File: src/rtl/smvm_lane_packer_if.sv
// Entry stream into the lane packer and packed-beat bus out to the multiplier.
// The packer is the slave; the entry source / multiplier side is the master.
interface smvm_lane_packer_if #(
    parameter int LANES = 4
);
    logic                   in_valid;
    logic                   in_ready;
    logic [31:0]            in_value;
    logic [31:0]            in_row;
    logic [31:0]            in_col;
    logic                   in_last;
    logic [LANES-1:0][31:0] out_values;
    logic [LANES-1:0][31:0] out_col_id;
    logic [LANES-1:0][31:0] out_row_id;
    logic                   out_rdy;

    modport slave (
        input  in_valid, in_value, in_row, in_col, in_last,
        output in_ready, out_values, out_col_id, out_row_id, out_rdy
    );

    modport master (
        output in_valid, in_value, in_row, in_col, in_last,
        input  in_ready, out_values, out_col_id, out_row_id, out_rdy
    );
endinterface

File: src/rtl/smvm_lane_packer.sv
// Packs a serial COO nonzero stream into LANES-wide beats for the SpMV multiplier,
// flushing a padded partial beat at end of matrix and draining before job_done.
module smvm_lane_packer #(
    parameter int LANES        = 4,
    parameter int NUM_ROWS     = 128,
    parameter int PAD_ROW      = 128,
    parameter int DRAIN_CYCLES = 4
) (
    input  logic                clk,
    input  logic                rst_l,
    input  logic                start,
    smvm_lane_packer_if.slave   bus,
    output logic                job_done,
    output logic                err_row,
    output logic [15:0]         beat_count,
    output logic [31:0]         nnz_count
);
    localparam int PTR_W = (LANES > 1) ? $clog2(LANES) : 1;
    localparam int DCW   = $clog2(DRAIN_CYCLES + 1);

    typedef enum logic [2:0] {S_IDLE, S_FILL, S_FLUSH, S_DRAIN, S_DONE} state_t;

    state_t                 state_q, state_d;
    logic [PTR_W-1:0]       ptr_q, ptr_d;
    logic [DCW-1:0]         drain_cnt_q, drain_cnt_d;
    logic                   out_rdy_q, out_rdy_d;
    logic                   err_row_q, err_row_d;
    logic [15:0]            beat_count_q, beat_count_d;
    logic [31:0]            nnz_count_q, nnz_count_d;
    logic [LANES-1:0][31:0] slot_val_q, slot_val_d;
    logic [LANES-1:0][31:0] slot_row_q, slot_row_d;
    logic [LANES-1:0][31:0] slot_col_q, slot_col_d;
    logic [LANES-1:0][31:0] beat_val_q, beat_val_d;
    logic [LANES-1:0][31:0] beat_row_q, beat_row_d;
    logic [LANES-1:0][31:0] beat_col_q, beat_col_d;

    logic        accept;
    logic        row_ok;
    logic        last_slot;
    logic [31:0] ent_val, ent_row, ent_col;

    assign accept    = bus.in_valid && (state_q == S_FILL);
    assign row_ok    = bus.in_row < 32'(NUM_ROWS);
    assign last_slot = (ptr_q == PTR_W'(LANES - 1));
    // Out-of-range rows are consumed but must never reach a real accumulator row.
    assign ent_val   = row_ok ? bus.in_value : 32'd0;
    assign ent_row   = row_ok ? bus.in_row   : 32'(PAD_ROW);
    assign ent_col   = row_ok ? bus.in_col   : 32'd0;

    always_ff @(posedge clk or negedge rst_l) begin
        if (!rst_l) begin
            state_q      <= S_IDLE;
            ptr_q        <= '0;
            drain_cnt_q  <= '0;
            out_rdy_q    <= 1'b0;
            err_row_q    <= 1'b0;
            beat_count_q <= '0;
            nnz_count_q  <= '0;
        end else begin
            state_q      <= state_d;
            ptr_q        <= ptr_d;
            drain_cnt_q  <= drain_cnt_d;
            out_rdy_q    <= out_rdy_d;
            err_row_q    <= err_row_d;
            beat_count_q <= beat_count_d;
            nnz_count_q  <= nnz_count_d;
        end
    end

    // Lane data is only observable through out_rdy gating, so it carries no reset.
    always_ff @(posedge clk) begin
        slot_val_q <= slot_val_d;
        slot_row_q <= slot_row_d;
        slot_col_q <= slot_col_d;
        beat_val_q <= beat_val_d;
        beat_row_q <= beat_row_d;
        beat_col_q <= beat_col_d;
    end

    always_comb begin
        state_d = state_q;
        case (state_q)
            S_IDLE:  if (start) state_d = S_FILL;
            S_FILL:  if (accept && bus.in_last) state_d = last_slot ? S_DRAIN : S_FLUSH;
            S_FLUSH: state_d = S_DRAIN;
            S_DRAIN: if (!out_rdy_q && drain_cnt_q == DCW'(DRAIN_CYCLES - 1)) state_d = S_DONE;
            S_DONE:  state_d = S_IDLE;
            default: state_d = S_IDLE;
        endcase
    end

    always_comb begin
        ptr_d        = ptr_q;
        drain_cnt_d  = '0;
        out_rdy_d    = 1'b0;
        err_row_d    = err_row_q;
        beat_count_d = beat_count_q;
        nnz_count_d  = nnz_count_q;
        slot_val_d   = slot_val_q;
        slot_row_d   = slot_row_q;
        slot_col_d   = slot_col_q;
        beat_val_d   = beat_val_q;
        beat_row_d   = beat_row_q;
        beat_col_d   = beat_col_q;
        case (state_q)
            S_IDLE: begin
                if (start) begin
                    ptr_d        = '0;
                    err_row_d    = 1'b0;
                    beat_count_d = '0;
                    nnz_count_d  = '0;
                end
            end
            S_FILL: begin
                if (accept) begin
                    slot_val_d[ptr_q] = ent_val;
                    slot_row_d[ptr_q] = ent_row;
                    slot_col_d[ptr_q] = ent_col;
                    nnz_count_d       = nnz_count_q + 32'd1;
                    if (!row_ok) err_row_d = 1'b1;
                    if (last_slot) begin
                        beat_val_d   = slot_val_d;
                        beat_row_d   = slot_row_d;
                        beat_col_d   = slot_col_d;
                        out_rdy_d    = 1'b1;
                        beat_count_d = beat_count_q + 16'd1;
                        ptr_d        = '0;
                    end else begin
                        ptr_d = ptr_q + PTR_W'(1);
                    end
                end
            end
            S_FLUSH: begin
                // ptr_q is the first unused slot; everything from there up is padding.
                for (int i = 0; i < LANES; i++) begin
                    if (PTR_W'(i) < ptr_q) begin
                        beat_val_d[i] = slot_val_q[i];
                        beat_row_d[i] = slot_row_q[i];
                        beat_col_d[i] = slot_col_q[i];
                    end else begin
                        beat_val_d[i] = 32'd0;
                        beat_row_d[i] = 32'(PAD_ROW);
                        beat_col_d[i] = 32'd0;
                    end
                end
                out_rdy_d    = 1'b1;
                beat_count_d = beat_count_q + 16'd1;
                ptr_d        = '0;
            end
            S_DRAIN: begin
                // The final beat's own cycle is not part of the drain window.
                drain_cnt_d = out_rdy_q ? drain_cnt_q : drain_cnt_q + DCW'(1);
            end
            default: ;
        endcase
    end

    always_comb begin
        bus.in_ready = (state_q == S_FILL);
        bus.out_rdy  = out_rdy_q;
        job_done     = (state_q == S_DONE);
        err_row      = err_row_q;
        beat_count   = beat_count_q;
        nnz_count    = nnz_count_q;
        for (int i = 0; i < LANES; i++) begin
            bus.out_values[i] = out_rdy_q ? beat_val_q[i] : 32'd0;
            bus.out_col_id[i] = out_rdy_q ? beat_col_q[i] : 32'd0;
            bus.out_row_id[i] = out_rdy_q ? beat_row_q[i] : 32'(PAD_ROW);
        end
    end
endmodule

File: src/flat_wrapper.sv
// flat-port wrapper written by rule: the top's interface ports become plain ports
module smvm_lane_packer_flat 
#(
    parameter int LANES        = 4,
    parameter int NUM_ROWS     = 128,
    parameter int PAD_ROW      = 128,
    parameter int DRAIN_CYCLES = 4
)
  (clk, rst_l, start, job_done, err_row, beat_count, nnz_count, bus_in_valid, bus_in_value, bus_in_row, bus_in_col, bus_in_last, bus_in_ready, bus_out_values, bus_out_col_id, bus_out_row_id, bus_out_rdy);
  smvm_lane_packer_if #(.LANES(LANES)) bus_i ();
  input  logic clk;
  input  logic rst_l;
  input  logic start;
  output logic job_done;
  output logic err_row;
  output logic [15:0] beat_count;
  output logic [31:0] nnz_count;
  input wire logic [$bits(bus_i.in_valid)-1:0] bus_in_valid;
  input wire logic [$bits(bus_i.in_value)-1:0] bus_in_value;
  input wire logic [$bits(bus_i.in_row)-1:0] bus_in_row;
  input wire logic [$bits(bus_i.in_col)-1:0] bus_in_col;
  input wire logic [$bits(bus_i.in_last)-1:0] bus_in_last;
  output wire logic [$bits(bus_i.in_ready)-1:0] bus_in_ready;
  output wire logic [$bits(bus_i.out_values)-1:0] bus_out_values;
  output wire logic [$bits(bus_i.out_col_id)-1:0] bus_out_col_id;
  output wire logic [$bits(bus_i.out_row_id)-1:0] bus_out_row_id;
  output wire logic [$bits(bus_i.out_rdy)-1:0] bus_out_rdy;
  assign bus_i.in_valid = bus_in_valid;
  assign bus_i.in_value = bus_in_value;
  assign bus_i.in_row = bus_in_row;
  assign bus_i.in_col = bus_in_col;
  assign bus_i.in_last = bus_in_last;
  assign bus_in_ready = bus_i.in_ready;
  assign bus_out_values = bus_i.out_values;
  assign bus_out_col_id = bus_i.out_col_id;
  assign bus_out_row_id = bus_i.out_row_id;
  assign bus_out_rdy = bus_i.out_rdy;
  smvm_lane_packer #(.LANES(LANES), .NUM_ROWS(NUM_ROWS), .PAD_ROW(PAD_ROW), .DRAIN_CYCLES(DRAIN_CYCLES)) u_core (.clk(clk), .rst_l(rst_l), .start(start), .bus(bus_i), .job_done(job_done), .err_row(err_row), .beat_count(beat_count), .nnz_count(nnz_count));
endmodule
File: config.mk
export PLATFORM = sky130hd
export DESIGN_NAME = smvm_lane_packer_flat
export DESIGN_NICKNAME = d
export VERILOG_FILES = /design/src/rtl/smvm_lane_packer_if.sv /design/src/rtl/smvm_lane_packer.sv /design/src/flat_wrapper.sv
export SDC_FILE = /design/constraint.sdc
export NUM_CORES = 1
export LEC_CHECK = 0
export CORE_MARGIN = 3
export CORE_UTILIZATION = 50
export CTS_CLUSTER_DIAMETER = 100
export DETAILED_ROUTE_END_ITERATION = 16
export PLACE_DENSITY = 0.86
export RECOVER_POWER = 100
export SYNTH_ARGS = -nofsm -noshare
export SYNTH_HDL_FRONTEND = slang
export SYNTH_SLANG_ARGS = --single-unit
File: constraint.sdc
create_clock -name clk -period 16.52 [get_ports clk]
set_input_delay 3.304 -clock clk [delete_from_list [all_inputs] [get_ports clk]]
set_output_delay 3.304 -clock clk [all_outputs]
set_load 0.02 [all_outputs]
==> results.md <==
- Outcome: complete, but fails checks
- Failing checks: capacitance limit, slew limit
- Vias in the first global route: about 25000
- Worst R2R Setup Slack: 7.49 ns
- Final Cycle Share: 0.682
- Synthesis-stage register bit count: approximately 830
- Worst Path Required: 16.75 ns
- R2R depth: 8
- Kind of end point of the critical path: flop
- Seq/Total Area, Yosys: 0.644
- Final setup fails: 0
- R2r startpoint: u_core.state_q[1]
- Clock network fraction of total power: 0.241
- Total Routed Length: around 100 mm
- Pins over their slew limit: ~1600
- Setup crit start kind: primary input
- Skew final: 0.0197 ns
- First-pass GRT wire length: 152 mm
- Tmin final: approximately 11 ns
- Max-Cap Viols: 23
- Yosys top cell area share: 0.606
- Min-delay src: u_core.err_row
- Die ar.: 0.0794 sq mm
- Critical path class: primary input to flop
- Ys async rst share: 0.0702
- Commonest non-fill, non-tap cell in the layout: edfxtp_1
- Drt wl/cell: approximately 24 microns
- CTS tree: built
- CTS sink count: 826
- Total track usage: 0.250
- I/O pin count: 537
- Worst-Margin Slew: ~5 ns
- HPWL Detailed: slightly above 60 mm
- Switching power: 2770 uW
- Core Util, Final: 0.621
- Tot Pwr: a little over 8000 uW
- Starting Density: 0.508
- Antenna violations before repair: 8
- Inst Count DP: 4101
- ANT nets after route: 0
- PortBufs: 536
- Int Pwr: between 5000 and 6000 uW
- Pwr dens: around 180 mW/mm^2
- Reg-to-Reg End: u_core.beat_col_q[71]
- Detailed Route Iter0 Violations: 2578
- Syn. warnings: 0
- Most area-hungry cell type in the Yosys netlist: edfxtp_1
- GRT overflow: 0
- Synth cell types: 58
- Final Wtd Congestion: about 0.9
- Dominant cells by area after synthesis: edfxtp_1 (61%), and2_1 (7.5%), nor2b_1 (6.7%)
- Sum Neg Setup Slack: 0 ns
- Setup WS post-layout: 5.25 ns
- Core ar.: 0.0749 sq mm
- Pre-CTS WS: 7.96 ns
- Crit path from: bus_in_valid
- Cells after synthesis: 2870
- Routed vias: 25600
- Syn Nets: 2980
- Skew-Pair Late Insertion Delay: about 0.63 ns
- Syn_area_per_cell: 13.3 sq um
- Unrepaired setup endpoints after global routing: no
- Power share of the combinational group: 0.350
- Sw Share: 0.334
- Overall die width: 282 microns
- Resized Gates After CTS: 0
- Slew Limit Headroom: -2.39
- Data arrival, critical path: 11.50 ns
- Worst Hold Class: flop to flop
- Flop pwr share: 0.410
- Deepest clock path buffer count: 3
- Vias per inst: 6.01
- Post-route DRC: 0
- Fraction of layout instances using a drive strength above 1: 0.125
- Netlist Area Pre-Place: about 0.038 sq mm
- Post-synth EDFFs: 768
- Leading register cell type out of synthesis: edfxtp_1
- Post-cts hold buffer count: 0
- Largest net degree at the start of global routing: 215
- Syn-to-layout area delta: 22.3%
- # H-tree levels: 3
- Num CTS Buffers: 86
- Reg clk slew, reported paths: 0.06 ns
- Hold Fails Final Rpt: 0
- Max VDD drop: roughly 0.00016 V
- Chip height: 282 microns
- Core Rows: 100
- Post-route insts no fill: 4265
- Critical Path Sink: u_core.beat_col_q[71]
- LEAKAGE: 0.0172 uW
- Most frequent cells in the layout: edfxtp_1 (768), nor2b_1 (408), clkdlybuf4s50_1 (274)
- Largest fanout on the critical path: 131
- # nets final: between 3000 and 4000
- Post-CTS Setup Repair Bufs: 0
- Router iterations before antenna repair: 5
- Fmax: around 89 MHz
- Root Buffer: clkbuf_16
[cell usage after synthesis, types with 2 or more instances]
library cell,instances
nand4b_1,3
nor2b_1,408
and4_1,6
mux2i_1,10
buf_2,59
mux2_2,2
nand2b_1,9
xnor2_1,5
nor4_1,10
xor2_1,5
nand3b_1,2
nand3_1,24
a211oi_1,3
o31ai_1,14
inv_1,14
and3_1,5
o21ai_0,15
a22o_1,145
nor3_1,5
o211ai_1,2
a32oi_1,2
dfrtp_1,58
a21o_1,75
a31o_2,257
a31o_1,29
edfxtp_1,768
or4_1,19
or3_1,5
ha_1,9
buf_1,75
a21oi_1,30
nor3_2,3
nand4_1,12
o21a_1,2
a32o_1,71
and2_1,457
nand2_1,33
clkbuf_1,172
nor3b_1,2
nor2_1,27
[worst max-delay path, cell delays in order]
cell,delay [ns]
dlygate4sd3_1,0.62
nand2_1,0.15
clkinvlp_2,3.72
a21o_4,1.89
buf_4,0.52
buf_12,0.36
buf_4,0.57
[how the worst min path moves through the flow]
stage                                       end  slack (ns)  cells after the start
after floorplan           u_core.drain_cnt_q[2]        0.48                      2
after global placement           u_core.err_row        0.49                      2
after detailed placement         u_core.err_row        0.50                      2
after CTS                        u_core.err_row        0.52                      2
after global routing             u_core.err_row        0.53                      2
final                            u_core.err_row        0.52                      2
[power by group through the flow]
stage | clock (uW) | combinational [uW] | sequential, uW
5_1_grt | 2110 | 3120 | 3450
2_1_floorplan | 0 | 1870 | 3440
6_report | 2000 | 2900 | 3400
4_1_cts | 2030 | 2970 | 3370
3_3_place_gp | 0 | 2870 | 3390
3_5_place_dp | 0 | 2950 | 3400
[cell type report]
| class | count | area, sq um |
|---|---|---|
| Clock inverter | 49 | 546 |
| Inverter | 14 | 53.8 |
| Timing Repair Buffer | 569 | 5560 |
| Sequential cell | 826 | 24500 |
| Tap cell | 969 | 1210 |
| Clock buffer | 112 | 2360 |
| Antenna cell | 3 | 7.51 |
| Fill cell | 5423 | 28400 |
| Multi-Input combinational cell | 1723 | 12300 |
[layer usage]
layer,share of wire,vias up,global-route usage
met2,0.48,1294,0.402
li1,-,11400,-
met3,0.087,192,0.0501
met4,0.037,8,0.102
met1,0.40,12800,0.334
met5,0.00051,-,0
[registers in the layout, indices dropped and copies added (netlist names)]
name	cells
u_core.bus.out_rdy	1
u_core.slot_val_q	128
u_core.err_row	1
u_core.drain_cnt_q	3
u_core.nnz_count	32
u_core.ptr_q	2
u_core.slot_row_q	128
u_core.state_q	3
u_core.slot_col_q	128
u_core.beat_col_q	128
u_core.beat_row_q	128
u_core.beat_val_q	128
u_core.beat_count	16
[logic make-up (layout without fill, tap and decap cells)]
kind of cell    Yosys count  count (layout)  synth area share
mux                      12              12           0.00322
compound gates          651             651             0.145
xor+xnor                 10              10           0.00230
fa+ha+maj                 9               9           0.00296
buf+inv                 321             744            0.0338
flops                   826             826             0.644
simple gates           1041            1041             0.169
other cells               0               3                 0
[per-stage QoR]
stage,area [sq um],hold slack (ns)
final,46500,0.523
after global routing,46500,0.531
after CTS,46700,0.516
after detailed placement,43800,0.498
after global placement,43800,0.488
after floorplan,38000,0.484
Note: power is estimated with default switching activity, not from simulation.
